<file path="config.mk">
export PLATFORM = sky130hd
export DESIGN_NAME = mem_port_arbiter
export DESIGN_NICKNAME = d
export VERILOG_FILES = /design/src/rtl/mem_port_arbiter.sv
export SDC_FILE = /design/constraint.sdc
export NUM_CORES = 1
export LEC_CHECK = 0
export BUFFER_PORTS_ARGS = -buffer_cell sky130_fd_sc_hd__buf_2
export CORE_AREA = 10 10 100 102
export DETAILED_ROUTE_END_ITERATION = 8
export DIE_AREA = 0 0 110 112
export PLACE_DENSITY = 0.8
export SYNTH_ARGS = -nofsm -noshare
export SYNTH_HDL_FRONTEND = slang
export SYNTH_SLANG_ARGS = --single-unit
</file>
<file path="constraint.sdc">
create_clock -name clk_i -period 1.4 [get_ports clk_i]
set_input_delay 0.21 -clock clk_i [delete_from_list [all_inputs] [get_ports clk_i]]
set_output_delay 0.21 -clock clk_i [all_outputs]
set_load 0.05 [all_outputs]
</file>
<file path="src/rtl/mem_port_arbiter.sv">
// Arbitrates the fetch and load/store ports onto one single-ported core-local memory.
// Define MEM_ARB_STARVE_GUARD_EN to let fetch win after STREAK_MAX consecutive data grants.
module mem_port_arbiter #(
  parameter int unsigned STREAK_MAX = 4
) (
  input  logic        clk_i,
  input  logic        rst_i,
  input  logic        fet_req_i,
  input  logic [31:0] fet_addr_i,
  input  logic        fet_flush_i,
  output logic        fet_gnt_o,
  output logic        fet_rvalid_o,
  output logic [31:0] fet_rdata_o,
  input  logic        dat_req_i,
  input  logic        dat_we_i,
  input  logic [3:0]  dat_be_i,
  input  logic [31:0] dat_addr_i,
  input  logic [31:0] dat_wdata_i,
  output logic        dat_gnt_o,
  output logic        dat_rvalid_o,
  output logic [31:0] dat_rdata_o,
  output logic        mem_req_o,
  output logic        mem_we_o,
  output logic [3:0]  mem_be_o,
  output logic [31:0] mem_addr_o,
  output logic [31:0] mem_wdata_o,
  input  logic        mem_gnt_i,
  input  logic        mem_rvalid_i,
  input  logic [31:0] mem_rdata_i,
  output logic        busy_o
);

  typedef enum logic [1:0] {IDLE, WAIT_F, WAIT_D, WAIT_X} state_e;

  state_e state_q, state_d;
  logic   fr, arb, guard, fet_win, grant;

  if (STREAK_MAX < 1 || STREAK_MAX > 15) begin : g_bad_streak_max
    $error("mem_port_arbiter: STREAK_MAX must be in 1..15");
  end

  assign fr  = fet_req_i & ~fet_flush_i;
  // A response in IDLE is stale, so it does not open an extra window.
  assign arb = (state_q == IDLE) | mem_rvalid_i;

`ifdef MEM_ARB_STARVE_GUARD_EN
  localparam logic [3:0] SMAX = 4'(STREAK_MAX);

  logic [3:0] streak_q, streak_d;

  always_comb begin
    streak_d = streak_q;
    if (!fet_req_i || (grant && fet_win))
      streak_d = '0;
    else if (grant && !fet_win && streak_q != SMAX)
      streak_d = streak_q + 4'd1;
  end

  always_ff @(posedge clk_i or posedge rst_i) begin
    if (rst_i) streak_q <= '0;
    else       streak_q <= streak_d;
  end

  assign guard = (streak_q == SMAX);
`else
  assign guard = 1'b0;
`endif

  assign fet_win   = fr & (~dat_req_i | guard);
  assign mem_req_o = arb & (fr | dat_req_i);
  assign grant     = mem_req_o & mem_gnt_i;

  // NOTE: sequential state uses non-blocking assignments so every flop samples pre-edge values.
  always_ff @(posedge clk_i or posedge rst_i) begin
    if (rst_i) state_q <= IDLE;
    else       state_q <= state_d;
  end

  always_comb begin
    state_d = state_q;
    if (grant)
      state_d = fet_win ? WAIT_F : WAIT_D;
    else if (state_q != IDLE && mem_rvalid_i)
      state_d = IDLE;
    else if (state_q == WAIT_F && fet_flush_i)
      state_d = WAIT_X;
  end

  // NOTE: every output gets a default first so no path through the block infers a latch.
  always_comb begin
    mem_we_o    = 1'b0;
    mem_be_o    = 4'h0;
    mem_addr_o  = '0;
    mem_wdata_o = '0;
    if (mem_req_o) begin
      if (fet_win) begin
        mem_be_o   = 4'hF;
        mem_addr_o = fet_addr_i;
      end else begin
        mem_we_o    = dat_we_i;
        mem_be_o    = dat_be_i;
        mem_addr_o  = dat_addr_i;
        mem_wdata_o = dat_wdata_i;
      end
    end
    fet_gnt_o    = grant & fet_win;
    dat_gnt_o    = grant & ~fet_win;
    fet_rvalid_o = mem_rvalid_i & (state_q == WAIT_F) & ~fet_flush_i;
    dat_rvalid_o = mem_rvalid_i & (state_q == WAIT_D);
    fet_rdata_o  = mem_rdata_i;
    dat_rdata_o  = mem_rdata_i;
    busy_o       = (state_q != IDLE);
  end

endmodule

</file>
==> results of run 1 <==
[placed cells by master (no fill, tap or decap)]
cell type / synthesis / final
buf_12: 0 / 18
nor4bb_2: 0 / 1
o41ai_1: 1 / 1
a211oi_4: 0 / 4
buf_16: 0 / 2
nor4b_1: 33 / 33
nor3_4: 0 / 1
dfrtp_1: 2 / 2
nor2b_1: 37 / 37
a211oi_1: 5 / 1
nand2b_4: 1 / 1
dlygate4sd3_1: 0 / 1
clkbuf_8: 0 / 3
o21ba_4: 0 / 2
nand2b_1: 1 / 1
a21boi_0: 1 / 1
nor3b_4: 0 / 33
inv_1: 2 / 2
nor4_4: 0 / 1
a2111oi_4: 0 / 32
inv_6: 0 / 1
buf_4: 65 / 53
nor3_1: 2 / 1
and3b_1: 1 / 1
buf_8: 0 / 2
or2_2: 1 / 1
buf_6: 7 / 78
a21oi_4: 0 / 1
buf_2: 0 / 107
[area by class of cell]
cell class,count,share of cell area [%]
Clock buffer,3,0.865
Inverter,3,0.341
Multi-Input combinational cell,153,47.5
Sequential cell,2,1.05
Tap cell,105,2.75
Timing Repair Buffer,261,47.5
[metal layers]
metal  vias up  wire [um]  track usage, %  share of wire [%]
met5         -          0               0                  0
li1       1227          -               -                  -
met1      1227       3500            15.4                 31
met4         0        280            6.08                2.5
met3        22       1250            5.59                 11
met2       179       6240            32.8                 55
[kinds of logic (layout without fill, tap and decap cells)]
logic type | count (synthesis) | in the layout | synth area share (%)
flip-flops | 2 | 2 | 2.58
AND/OR/NAND/NOR | 111 | 111 | 42.7
buffers and inverters | 101 | 267 | 34.8
AO/OA/AOI/OAI | 41 | 42 | 19.9
[repair_timing]
action	CTS	global route
buffers inserted	2	2
gates resized for setup	160	3
pin swaps	46	5
setup endpoints to repair	75	75
cloned	3	0
hold buffers	1	0
hold endpoints to repair	2	0
[synth_stat cells, types with 2 or more instances]
library cell | number | area share (%)
a2111oi_1 | 30 | 15
dfrtp_1 | 2 | 2.6
clkbuf_1 | 26 | 5.0
nor2b_1 | 37 | 12
buf_4 | 65 | 25
a211oi_1 | 5 | 1.9
a2111oi_0 | 2 | 0.90
nor3b_1 | 33 | 13
nor4b_1 | 33 | 15
inv_1 | 2 | 0.39
nor3_1 | 2 | 0.52
buf_6 | 7 | 4.1
[worst min-delay path: stages]
cell      delay, ps
buf_2           150
nand2b_1        120
o41ai_1          60
[through the flow]
step | instance area (um^2) | instances
4_1_cts | 4760 | 526
5_1_grt | 4770 | 527
2_1_floorplan | 3060 | 255
3_5_place_dp | 4130 | 518
6_report | 4770 | 527
3_3_place_gp | 4130 | 518
[power by group]
group          switching [mW]  internal [mW]
combinational            1.44           1.14
sequential            0.00660         0.0637
clock                  0.0451          0.182
total                    1.49           1.38
[path summary, 6_finish.rpt]
| kind | start | endpoint | slack, ps | depth (start not counted) |
|---|---|---|---|---|
| max reg2reg | state_q[1] | state_q[1] | 280 | 3 |
| min in group asynchronous | rst_i | state_q[0] | 400 | 3 |
| min reg2reg | state_q[0] | state_q[0] | 770 | 4 |
| max | state_q[0] | mem_addr_o[2] | -450 | 5 |
| max in group asynchronous | rst_i | state_q[1] | 880 | 3 |
| min | mem_rvalid_i | state_q[0] | 380 | 3 |
==> impl_metrics.ini, run 1 <==
[place]
preCtsSetupSlack_ps = -334
io_buffers = 182
gp_congestion = 0.907
dp_hpwl_um = 8800

[synth]
synth_flop_cell = dfrtp_1
synth.distinct_cells = 23
syn_inst = 255
synthArstFlopShare_pct = 100
synth_edf_count = 0
ys_seq_area_share_pct = 2.58
ys_warn_count = 0
synth.cell_area_um2 = 1940
synth_seq_cells = 2
avgSynthCellArea_um2 = 7.62
synth_nets = 395

[floorplan]
core.rowCount = 33
coreArea_um2 = 8050
die_w_um = 110
die_h_um = 112
io_pins = 279
dieArea_um2 = 12300
start_util_pct = 24.1

[power]
total_power_mw = 2.88
ir_drop_uv = 303
cellPowerDensity_nw_per_um2 = 603
p_leak_nw = 1.93

[grt]
first_global_vias = 2923
grt_antenna_before_repair = 0
grt_max_degree = 45
grt_usage_pct = 16.8
grt_pass1_wl_um = 16500
overflow = 0

[detailed_routing]
routed-via-count = 2655
via_per_inst = 5.04
antenna_left = 0
wl_per_cell_um = 21.4
dr.pass1.iters = 4
drcViolationCount = 0
drt_wl_total_um = 11300
drt_iter0_drc = 119

[setup_path]
path_cells = o21ba_4, buf_12, buf_12, a2111oi_4, buf_6
path_common_cell = buf_12
required_ps = 1190
critPathTopFamily = compound AO/OA/AOI/OAI gates
crit_path_start_kind = register
criticalPathCategory = reg -> out
worst_ep_arrival_time_ps = 1640
path_max_fanout = 7
slowest_delay_ps = 400
slowest_stage = dfrtp_1
cp_num_buf_inv = 3
crit_path_end_kind = output port

[sta]
min_period_ps = 1850
rsz0062_at_grt = true
setup_viol = 75
drv_slew = 0
relSlewSlack_pct = 78.2
hold_violations = 0
fmax_mhz = 540
worst_pin_slew_ps = 323
hold-worst-slack_ps = 382
finalCritPeriodShare_pct = 132
tns_ps = -25360
skew_ps = 1.93
fin_ws_ps = -454

[outcome]
violations = negative setup slack
outcome = finished with violations

[cts]
cts_tree = yes
cts_sinks = 2
root_buffer = clkbuf_8
clk_pin_slew_worst_paths_ps = 30
cts_inserted_buffers = 3
clk_latency_ps = 210
htreeDepth = 1
cts_buffer_depth = 2

[cells_and_area]
multi_input_area_um2 = 2270
drive_gt1_share_pct = 80.8
antenna_cells = 0
n_fill_cell = 661
largest-register = state_q
area_growth_syn_to_layout_pct = 146
layout.nets = 564
final_util_pct = 59.3
largestRegisters = state_q x2
largest_reg_flops = 2
ff_latch_area_um2 = 50.0

[flow_run]
drv_cap = 0

[hold_path]
hold_class = in -> reg
(Power assumes the default switching activity.)
==> run 2, diff against run 1 <==
--- a/config.mk
+++ b/config.mk
@@ -9,7 +9,7 @@
 export CORE_AREA = 10 10 100 102
 export DETAILED_ROUTE_END_ITERATION = 8
 export DIE_AREA = 0 0 110 112
-export PLACE_DENSITY = 0.8
+export PLACE_DENSITY_LB_ADDON = 0.12
 export SYNTH_ARGS = -nofsm -noshare
 export SYNTH_HDL_FRONTEND = slang
 export SYNTH_SLANG_ARGS = --single-unit
==> impl_metrics.ini, run 2 (synthesis gave the netlist of run 1 again) <==
[detailed_routing]
routed-via-count = 2645
dr.pass1.iters = 4
drt_wl_total_um = 10600
antenna_left = 0
drcViolationCount = 0
via_per_inst = 4.93
drt_iter0_drc = 63
wl_per_cell_um = 19.8

[cts]
root_buffer = clkbuf_8
cts_sinks = 2
cts_buffer_depth = 2
cts_inserted_buffers = 3
clk_pin_slew_worst_paths_ps = 30
cts_tree = yes
htreeDepth = 1
clk_latency_ps = 210

[place]
io_buffers = 182
preCtsSetupSlack_ps = -346
dp_hpwl_um = 8700
gp_congestion = 0.805
dp_cells = 524

[outcome]
violations = negative setup slack
outcome = finished with violations

[sta]
rsz0062_at_grt = true
fmax_mhz = 547
worst_pin_slew_ps = 365
relSlewSlack_pct = 75.3
finalCritPeriodShare_pct = 131
min_period_ps = 1830
setup_viol = 73
drv_slew = 0
skew_ps = 2.87
fin_ws_ps = -428
hold_violations = 0

[power]
cellPowerDensity_nw_per_um2 = 596
ir_drop_uv = 268
p_leak_nw = 1.99

[floorplan]
coreArea_um2 = 8050
start_util_pct = 24.1
die_h_um = 112
core.rowCount = 33
die_w_um = 110
dieArea_um2 = 12300
io_pins = 279

[grt]
grt_pass1_wl_um = 15500
overflow = 0
grt_antenna_before_repair = 0
grt_max_degree = 25
grt_usage_pct = 15.5
first_global_vias = 2894

[flow_run]
drv_cap = 0

[setup_path]
required_ps = 1190
crit_path_start_kind = register
criticalPathCategory = reg -> out
worst_ep_arrival_time_ps = 1620
path_max_fanout = 9
crit_path_end_kind = output port

[cells_and_area]
final_cells = 536
antenna_cells = 0
layout_commonest_cell = buf_2
layout_common_cells = buf_2 (106), buf_6 (77), buf_4 (60)
area_growth_syn_to_layout_pct = 152
layout.nets = 573
largest_reg_flops = 2
largestRegisters = state_q x2
drive_gt1_share_pct = 81.2
largest-register = state_q

[hold_path]
hold_class = in -> reg
-- run 2: cell count changes in the layout (fill, tap and decap cells not counted) --
| cell | previous run | this run |
|---|---|---|
| buf_4 | 53 | 60 |
| buf_12 | 18 | 20 |
| clkbuf_16 | 0 | 2 |
| buf_16 | 2 | 1 |
| buf_2 | 107 | 106 |
| buf_6 | 78 | 77 |
| buf_8 | 2 | 3 |
| nor4bb_2 | 1 | 0 |
| nor4bb_4 | 0 | 1 |
| o21ba_2 | 0 | 1 |
| o21ba_4 | 2 | 1 |
| or2_2 | 1 | 0 |
| or2_4 | 0 | 1 |
-- run 2: critical path, stage by stage (launching register included) --
cell,delay (ps)
dfrtp_1,390
o21ba_4,280
buf_12,160
buf_12,130
a2111oi_4,230
buf_6,210
-- run 2: cell type report --
class,instances,area (um^2)
multi-input combinational,153,2270
fill,693,3160
clock buffer,3,41.3
timing repair buffer,270,2380
inverter,3,16.3
sequential,2,50.0
tap,105,131
-- run 2: layer usage --
| layer | vias to the layer above | routed length (um) | global-route usage [%] |
|---|---|---|---|
| met5 | - | 0 | 0 |
| met4 | 0 | 141 | 4.43 |
| met3 | 15 | 1220 | 5.54 |
| met2 | 149 | 5670 | 29.5 |
| met1 | 1242 | 3590 | 15.0 |
| li1 | 1239 | - | - |
-- run 2: path summary, 6_finish.rpt --
kind	slack, ps	cells past startpoint	startpoint	end
min	390	3	mem_gnt_i	state_q[1]
max reg2reg	290	3	state_q[1]	state_q[0]
min reg2reg	690	3	state_q[0]	state_q[0]
max in group asynchronous	860	3	rst_i	state_q[1]
min in group asynchronous	420	3	rst_i	state_q[0]
max	-430	5	state_q[0]	mem_addr_o[30]
-- run 2: timing repair --
action,4_1_cts,5_1_grt
resized for setup,153,13
hold endpoints to repair,2,0
gates cloned,0,3
pin swaps,7,12
hold buffers,1,0
setup endpoints to repair,75,75
buffers inserted,3,4
-- run 2: per-stage QoR --
stage	TNS, ps	hold slack [ps]	util, %	area [um^2]	total power [mW]
detailed placement	-19540	67.1	52.3	4210	2.34
CTS	-27930	396	59.1	4760	2.87
finish	-26980	395	60.8	4890	2.91
global placement	-18240	59.8	52.3	4210	2.32
floorplan	-25750	-48.8	-	3060	2.18
global route	-30850	420	60.8	4890	3.05
-- run 2: where the power goes --
part	switching [mW]	internal, mW	total [mW]	leakage [nW]
logic	1.44	1.19	2.62	1.95
clock network	0.0405	0.181	0.222	0.0216
registers	0.00549	0.0637	0.0692	0.0260
total	1.48	1.43	2.91	1.99
